===== config.mk =====
export PLATFORM = sky130hd
export DESIGN_NAME = sad_disparity_search
export DESIGN_NICKNAME = d
export VERILOG_FILES = /design/src/rtl/sad_pkg.sv /design/src/rtl/sad_window_cost.sv /design/src/rtl/sad_disparity_search.sv
export SDC_FILE = /design/constraint.sdc
export NUM_CORES = 2
export LEC_CHECK = 0
export ABC_CLOCK_PERIOD_IN_PS = 16700
export CELL_PAD_IN_SITES_DETAIL_PLACEMENT = 1
export CELL_PAD_IN_SITES_GLOBAL_PLACEMENT = 2
export CORE_MARGIN = 8
export CORE_UTILIZATION = 39
export CTS_BUF_LIST = sky130_fd_sc_hd__clkbuf_4
export CTS_CLUSTER_SIZE = 24
export DETAILED_ROUTE_END_ITERATION = 10
export DONT_BUFFER_PORTS = 1
export PLACE_DENSITY = 0.77
export SYNTH_ARGS = -nofsm -noshare
export SYNTH_HDL_FRONTEND = slang
export SYNTH_SLANG_ARGS = --single-unit

===== constraint.sdc =====
create_clock -name clk_in -period 16.7 [get_ports clk_in]
set_input_delay 1.67 -clock clk_in [delete_from_list [all_inputs] [get_ports clk_in]]
set_output_delay 1.67 -clock clk_in [all_outputs]
set_load 0.05 [all_outputs]

===== src/rtl/sad_pkg.sv =====
// ============================================================================
// Module   : sad_pkg
// Purpose  : Shared types and helpers for the SAD stereo disparity search.
// Revision : 1.0 - initial release
// ============================================================================
`default_nettype none

package sad_pkg;

  // Search controller states
  typedef enum logic [1:0] {
    IDLE   = 2'd0,
    SEARCH = 2'd1,
    DONE   = 2'd2
  } state_e;

  // Pixel type for the default camera depth
  localparam int PIXEL_W_DEFAULT = 8;
  typedef logic [PIXEL_W_DEFAULT-1:0] pixel_t;

  // Width that holds a full-window SAD without overflow: every pixel
  // contributes at most 2^PIXEL_W-1, and there are K*K of them.
  function automatic int cost_width(input int pixel_w, input int kernel_size);
    return pixel_w + $clog2(kernel_size * kernel_size);
  endfunction

endpackage

`default_nettype wire


===== src/rtl/sad_window_cost.sv =====
// ============================================================================
// Module   : sad_window_cost
// Purpose  : Combinational K*K sum of absolute differences between two
//            equally laid-out pixel windows.
// Revision : 1.0 - initial release
// ============================================================================
`default_nettype none

module sad_window_cost
  import sad_pkg::*;
#(
  parameter  int KERNEL_SIZE = 3,
  parameter  int PIXEL_W     = 8,
  localparam int NPIX        = KERNEL_SIZE * KERNEL_SIZE,
  localparam int COST_W      = cost_width(PIXEL_W, KERNEL_SIZE)
) (
  input  logic [NPIX*PIXEL_W-1:0] left_win_i,
  input  logic [NPIX*PIXEL_W-1:0] right_win_i,
  output logic [COST_W-1:0]       cost_o
);

  logic [PIXEL_W-1:0] absdiff_w [NPIX];

  // Per-pixel |L-R|: both differences are formed one bit wider so the sign
  // of L-R picks the non-negative one; its magnitude always fits PIXEL_W.
  for (genvar g = 0; g < NPIX; g++) begin : g_absdiff
    logic [PIXEL_W:0] l_minus_r_w;
    logic [PIXEL_W:0] r_minus_l_w;
    assign l_minus_r_w  = {1'b0, left_win_i[g*PIXEL_W +: PIXEL_W]}
                        - {1'b0, right_win_i[g*PIXEL_W +: PIXEL_W]};
    assign r_minus_l_w  = {1'b0, right_win_i[g*PIXEL_W +: PIXEL_W]}
                        - {1'b0, left_win_i[g*PIXEL_W +: PIXEL_W]};
    assign absdiff_w[g] = l_minus_r_w[PIXEL_W] ? r_minus_l_w[PIXEL_W-1:0]
                                               : l_minus_r_w[PIXEL_W-1:0];
  end

  // Accumulate the magnitudes; synthesis restructures this into a tree
  always_comb begin
    cost_o = '0;
    for (int i = 0; i < NPIX; i++) begin
      cost_o = cost_o + COST_W'(absdiff_w[i]);
    end
  end

endmodule

`default_nettype wire


===== src/rtl/sad_disparity_search.sv =====
// ============================================================================
// Module   : sad_disparity_search
// Purpose  : Stereo block matcher. Each accepted left/right column pair is
//            shifted into window caches, then disparities 0..MAX_DISP-1 are
//            scored one per cycle and the lowest-SAD disparity is reported
//            with its cost and the column's screen coordinates.
// Options  : SAD_DISPARITY_UNIQUENESS_EN - also track the second-best cost
//            and only flag a result trustworthy when best and second-best
//            are at least UNIQ_MARGIN apart.
// Revision : 1.0 - initial release
// ============================================================================
`default_nettype none

module sad_disparity_search
  import sad_pkg::*;
#(
  parameter  int KERNEL_SIZE = 3,
  parameter  int MAX_DISP    = 16,
  parameter  int PIXEL_W     = 8,
  parameter  int HCOUNT_W    = 11,
  parameter  int VCOUNT_W    = 10,
  parameter  int UNIQ_MARGIN = 32,
  localparam int DISP_W      = $clog2(MAX_DISP),
  localparam int COST_W      = cost_width(PIXEL_W, KERNEL_SIZE)
) (
  input  logic                            clk_in,
  input  logic                            rst_in,
  input  logic [KERNEL_SIZE*PIXEL_W-1:0]  left_data_in,
  input  logic [KERNEL_SIZE*PIXEL_W-1:0]  right_data_in,
  input  logic [HCOUNT_W-1:0]             hcount_in,
  input  logic [VCOUNT_W-1:0]             vcount_in,
  input  logic                            data_valid_in,
  output logic                            ready_out,
  output logic                            overrun_out,
  output logic                            data_valid_out,
  output logic [HCOUNT_W-1:0]             hcount_out,
  output logic [VCOUNT_W-1:0]             vcount_out,
  output logic [DISP_W-1:0]               disparity_out,
  output logic [COST_W-1:0]               cost_out,
  output logic                            disp_ok_out
);

  localparam int COL_W    = KERNEL_SIZE * PIXEL_W;
  localparam int NCOL_R   = KERNEL_SIZE + MAX_DISP - 1;
  localparam int IDX_W    = $clog2(NCOL_R);
  localparam int FILL_W   = $clog2(NCOL_R + 1);
  localparam logic [FILL_W-1:0] FILL_FULL = FILL_W'(NCOL_R);
  localparam logic [DISP_W-1:0] DISP_LAST = DISP_W'(MAX_DISP - 1);

  // Reject configurations outside the supported window/search range
  if (KERNEL_SIZE < 3 || KERNEL_SIZE > 7 || (KERNEL_SIZE % 2) == 0 ||
      MAX_DISP < 2 || MAX_DISP > 64 || UNIQ_MARGIN < 0) begin : g_param_check
    $error("sad_disparity_search: parameter out of supported range");
  end

  // Column caches; index 0 holds the most recently accepted column
  logic [KERNEL_SIZE-1:0][COL_W-1:0] lcache_q;
  logic [NCOL_R-1:0][COL_W-1:0]      rcache_q;

  state_e                state_q, state_d;
  logic [DISP_W-1:0]     d_q, d_d;
  logic [COST_W-1:0]     best_cost_q, best_cost_d;
  logic [DISP_W-1:0]     best_disp_q, best_disp_d;
  logic [FILL_W-1:0]     fill_q;
  logic [HCOUNT_W-1:0]   hcount_q;
  logic [VCOUNT_W-1:0]   vcount_q;

  logic                  data_valid_q;
  logic                  overrun_q;
  logic [HCOUNT_W-1:0]   hcount_out_q;
  logic [VCOUNT_W-1:0]   vcount_out_q;
  logic [DISP_W-1:0]     disp_out_q;
  logic [COST_W-1:0]     cost_out_q;
  logic                  ok_q, ok_d;

  logic                  ready_w;
  logic                  accept_w;
  logic                  finish_w;
  logic [COST_W-1:0]     cost_w;
  logic [KERNEL_SIZE-1:0][COL_W-1:0] right_win_w;

`ifdef SAD_DISPARITY_UNIQUENESS_EN
  localparam logic [COST_W-1:0] MARGIN = COST_W'(UNIQ_MARGIN);
  logic [COST_W-1:0]     second_q, second_d;
`endif

  // A new column can be taken in every state except while searching
  assign ready_w  = (state_q != SEARCH);
  assign accept_w = data_valid_in && ready_w;

  // Right window for the current disparity: cache columns d..d+K-1
  for (genvar gi = 0; gi < KERNEL_SIZE; gi++) begin : g_rwin
    logic [IDX_W-1:0] idx_w;
    assign idx_w           = IDX_W'(d_q) + IDX_W'(gi);
    assign right_win_w[gi] = rcache_q[idx_w];
  end

  sad_window_cost #(
    .KERNEL_SIZE (KERNEL_SIZE),
    .PIXEL_W     (PIXEL_W)
  ) u_cost (
    .left_win_i  (lcache_q),
    .right_win_i (right_win_w),
    .cost_o      (cost_w)
  );

  // Controller next state and running minimum over the disparity sweep
  always_comb begin
    state_d     = state_q;
    d_d         = d_q;
    best_cost_d = best_cost_q;
    best_disp_d = best_disp_q;
    finish_w    = 1'b0;
`ifdef SAD_DISPARITY_UNIQUENESS_EN
    second_d    = second_q;
`endif
    case (state_q)
      IDLE, DONE: begin
        if (accept_w) begin
          state_d     = SEARCH;
          d_d         = '0;
          best_cost_d = '1;
`ifdef SAD_DISPARITY_UNIQUENESS_EN
          second_d    = '1;
`endif
        end else begin
          state_d = IDLE;
        end
      end
      SEARCH: begin
        // Strict compare: on a tie the earlier (smaller) disparity wins
        if (cost_w < best_cost_q) begin
          best_cost_d = cost_w;
          best_disp_d = d_q;
`ifdef SAD_DISPARITY_UNIQUENESS_EN
          second_d    = best_cost_q;
        end else if (cost_w < second_q) begin
          second_d    = cost_w;
`endif
        end
        if (d_q == DISP_LAST) begin
          state_d  = DONE;
          finish_w = 1'b1;
        end else begin
          d_d = d_q + DISP_W'(1);
        end
      end
      default: state_d = IDLE;
    endcase
  end

  // Trust flag uses the final minimum, which is settled in best_cost_d
  // on the last search cycle.
`ifdef SAD_DISPARITY_UNIQUENESS_EN
  assign ok_d = (fill_q == FILL_FULL) && ((second_d - best_cost_d) >= MARGIN);
`else
  assign ok_d = (fill_q == FILL_FULL);
`endif

  // Search controller registers
  always_ff @(posedge clk_in or posedge rst_in) begin
    if (rst_in) begin
      state_q     <= IDLE;
      d_q         <= '0;
      best_cost_q <= '0;
      best_disp_q <= '0;
`ifdef SAD_DISPARITY_UNIQUENESS_EN
      second_q    <= '0;
`endif
    end else begin
      state_q     <= state_d;
      d_q         <= d_d;
      best_cost_q <= best_cost_d;
      best_disp_q <= best_disp_d;
`ifdef SAD_DISPARITY_UNIQUENESS_EN
      second_q    <= second_d;
`endif
    end
  end

  // Shift accepted columns into the caches and latch their coordinates
  always_ff @(posedge clk_in or posedge rst_in) begin
    if (rst_in) begin
      lcache_q <= '0;
      rcache_q <= '0;
      hcount_q <= '0;
      vcount_q <= '0;
    end else if (accept_w) begin
      lcache_q <= {lcache_q[KERNEL_SIZE-2:0], left_data_in};
      rcache_q <= {rcache_q[NCOL_R-2:0], right_data_in};
      hcount_q <= hcount_in;
      vcount_q <= vcount_in;
    end
  end

  // Count valid columns since the start of the line, saturating once the
  // whole right cache holds real image data.
  always_ff @(posedge clk_in or posedge rst_in) begin
    if (rst_in) begin
      fill_q <= '0;
    end else if (accept_w) begin
      if (hcount_in == '0) begin
        fill_q <= FILL_W'(1);
      end else if (fill_q != FILL_FULL) begin
        fill_q <= fill_q + FILL_W'(1);
      end
    end
  end

  // Result and status outputs; result fields hold until the next result
  always_ff @(posedge clk_in or posedge rst_in) begin
    if (rst_in) begin
      data_valid_q <= 1'b0;
      overrun_q    <= 1'b0;
      hcount_out_q <= '0;
      vcount_out_q <= '0;
      disp_out_q   <= '0;
      cost_out_q   <= '0;
      ok_q         <= 1'b0;
    end else begin
      data_valid_q <= finish_w;
      overrun_q    <= data_valid_in && !ready_w;
      if (finish_w) begin
        hcount_out_q <= hcount_q;
        vcount_out_q <= vcount_q;
        disp_out_q   <= best_disp_d;
        cost_out_q   <= best_cost_d;
        ok_q         <= ok_d;
      end
    end
  end

  assign ready_out      = ready_w;
  assign overrun_out    = overrun_q;
  assign data_valid_out = data_valid_q;
  assign hcount_out     = hcount_out_q;
  assign vcount_out     = vcount_out_q;
  assign disparity_out  = disp_out_q;
  assign cost_out       = cost_out_q;
  assign disp_ok_out    = ok_q;

endmodule

`default_nettype wire


==> impl_metrics.csv <==
group,metric,value,unit
status,outcome,"completed",
routing,vias,32270,
timing,finalMaxSlewViolations,0,
setup_path,cp_slowest_cell,"dfrtp_4",
clock_tree,ctsResizeCount,0,
synth,async_reset_ff_share,100.0,%
setup_path,cp.required,17.63,ns
clock_tree,clkTransAtPathRegs,0.07,ns
clock_tree,cts_buffers,174,
finish,area_delta_synth_final,8.022,%
setup_path,reg2reg_to,"disparity_out[1]",
finish,drive_gt1_share,13.96,%
setup_path,crit_path_end_kind,"flip-flop",
timing,finalHoldViolations,0,
synth,syn_area,40240,um^2
finish,nets,4665,
global_route,grt_pass1_vias,33720,
timing,rsz0062_at_grt,"false",
routing,vias_per_cell,5.516,
clock_tree,cts.htree.levels,4,
global_route,grt-ovfl-total,0,
place,io_buffers,0,
routing,wl_per_cell,21.85,um
setup_path,cp_common_cell,"fa_1",
timing,fmax,0.08337,GHz
clock_tree,clockBufferDepth,3,
routing,wl,127800,um
setup_path,regToRegSetupSlack,4.71,ns
die,core-area,102900,um^2
routing,drc,0,
setup_path,critPathArrivalTime,12.92,ns
synth,ys_seq_area_share,36.81,%
place,gp_congestion,0.8352,
timing,finalSetupViolCount,0,
finish,multi_input_area,23500,um^2
setup_path,slowest_delay,0.88,ns
timing,worstMarginPinSlew,1.239,ns
finish,seq_area,14820,um^2
timing,min_period_over_period,71.83,%
clock_tree,clock_latency,1.09,ns
synth,syn-num-nets,4705,
synth,synthTopCellsByArea,"dfrtp_1 37%, nand2_1 16%, mux4_2 14%",
setup_path,path_max_fanout,104,
synth,postSynthAreaPerCell,9.158,um^2
worst_hold_path,hold_depth,2,
setup_path,crit_type,"flip-flop to flip-flop",
finish,finalCoreUtilization,42.24,%
die,ioPinCount,113,
global_route,grt.total_usage,22.61,%
synth,synth_top_area_share,36.81,%
synth,yosys_warnings,0,
worst_hold_path,hp-class,"flip-flop to flip-flop",
routing,antenna_left,0,
worst_hold_path,hold_path_end,"vcount_out[6]",
global_route,grt_pass1_wl,201300,um
clock_tree,cts.sinks,592,
job,drv_cap,0,
die,fp.dieW,337.2,um
synth,synthesis.instances,4394,
clock_tree,clock-root-buffer,"clkbuf_4",
die,dieArea,113700,um^2
synth,yosysTopAreaCell,"dfrtp_1",
setup_path,critical_path.startpoint_type,"flip-flop",
worst_hold_path,min_from,"vcount_q[6]",
die,rows,118,
global_route,grt_antenna_before_repair,3,
synth,synth_edf_count,0,
timing,setup_tns,0,ns
die,start_util,39.10,%
clock_tree,cts_tree,"done",
synth,synth.most_common_cell,"nand2_1",
setup_path,reg2reg_from,"d_q[0]",
die,die_h,337.2,um
synth,yosysUniqueCellTypes,69,
synth,synth-seq-cells,592,
synth,netlist_top_cells_count,"1719 x nand2_1, 592 x dfrtp_1, 246 x mux4_2",
routing,first_pass_iters,5,
timing,fin_worst_skew,0.09024,ns
global_route,grt_max_degree,193,
place,dp_hpwl,86340,um
clock_tree,postCtsSetupBuffers,0,
finish,fillCellCount,11920,
routing,drt_iter0_drc,2327,
timing,min_period,11.99,ns
timing,slew_headroom,17.41,%
clock_tree,hold_buffers,0,
synth,synth_ff_type,"dfrtp_1",
setup_path,r2r.worst_path.cells,37,
==> layer usage <==
metal  global-route usage, %  part of all wire (%)  wire length (um)
met1                   31.20                    46             58800
met2                   36.73                    48             60900
met3                   3.185                   3.5              4490
met4                   7.333                   2.8              3621
met5                       0                0.0063                 8
==> stage by stage <==
step / hold slack, ns / instances / instance area [um^2] / setup WS, ns
2_1_floorplan: 0.4386 / 4394 / 40240 / 6.881
3_5_place_dp: 0.4538 / 5558 / 41350 / 4.771
5_1_grt: 0.4727 / 5850 / 43470 / 3.994
3_3_place_gp: 0.4482 / 5558 / 41350 / 4.979
4_1_cts: 0.4469 / 5844 / 43450 / 4.686
6_report: 0.4584 / 5850 / 43470 / 4.705
==> state kept, by name, summed over array words and instances, names as in the netlist, 2 cells and up <==
signal         cells
rcache_q         432
lcache_q          72
best_cost_q       12
cost_out          12
hcount_out        11
hcount_q          11
vcount_out        10
vcount_q          10
fill_q             5
best_disp_q        4
d_q                4
disparity_out      4
state_q            2
==> logic make-up after synthesis <==
kind of cell,synth area share [%]
AO/OA/AOI/OAI,8.955
XOR/XNOR,1.520
multiplexers,19.89
flip-flops,36.81
AND/OR/NAND/NOR,19.17
buffers and inverters,4.987
adder cells (fa/ha/maj),8.662
==> critical path, delay by kind of cell, from the launching register on <==
kind,cells,cell delay (ns)
adder cells (fa/ha/maj),8,3.37
AND/OR/NAND/NOR,3,0.42
AO/OA/AOI/OAI,14,2.95
buffers and inverters,5,1.87
flip-flops,1,0.88
XOR/XNOR,3,0.70
multiplexers,4,1.51
==> cells in the final DEF, fill, tap and decap left out, drive strengths merged, types with 6 or more instances in the layout <==
master / n
a211oi: 14
a21boi: 8
a21o: 47
a21oi: 109
a31oi: 17
and2: 9
buf: 49
clkbuf: 245
clkinv: 28
clkinvlp: 7
dfrtp: 592
diode: 6
fa: 66
ha: 173
inv: 236
mux2: 41
mux2i: 200
mux4: 246
nand2: 1719
nand2b: 14
nand3: 38
nand3b: 8
nor2: 98
nor2b: 24
nor3: 26
nor4: 6
o211ai: 16
o21a: 10
o21ai: 146
o21bai: 17
o221ai: 53
o22a: 42
o22ai: 25
o41ai: 10
or3: 13
xnor2: 30
xor2: 39
==> how the worst max path moves through the flow <==
stage	start	to	slack, ns	cells after the start
after floorplan	d_q[0]	disparity_out[0]	6.88	41
after global placement	d_q[0]	disparity_out[1]	4.98	37
after detailed placement	d_q[0]	disparity_out[1]	4.77	37
after CTS	d_q[0]	disparity_out[1]	4.69	37
after global routing	d_q[0]	disparity_out[1]	3.99	37
final	d_q[0]	disparity_out[1]	4.71	37
==> layout make-up <==
| cell class | instances | area share (%) |
|---|---|---|
| clock inverter | 41 | 0.6016 |
| timing repair buffer | 49 | 0.9902 |
| antenna | 6 | 0.03454 |
| tap | 1380 | 3.972 |
| sequential | 592 | 34.10 |
| multi-input combinational | 3305 | 54.06 |
| clock buffer | 245 | 4.231 |
| inverter | 232 | 2.012 |
Power is not shown: default switching activity piles up to over one toggle a cycle in this logic, so the estimate is an artifact.
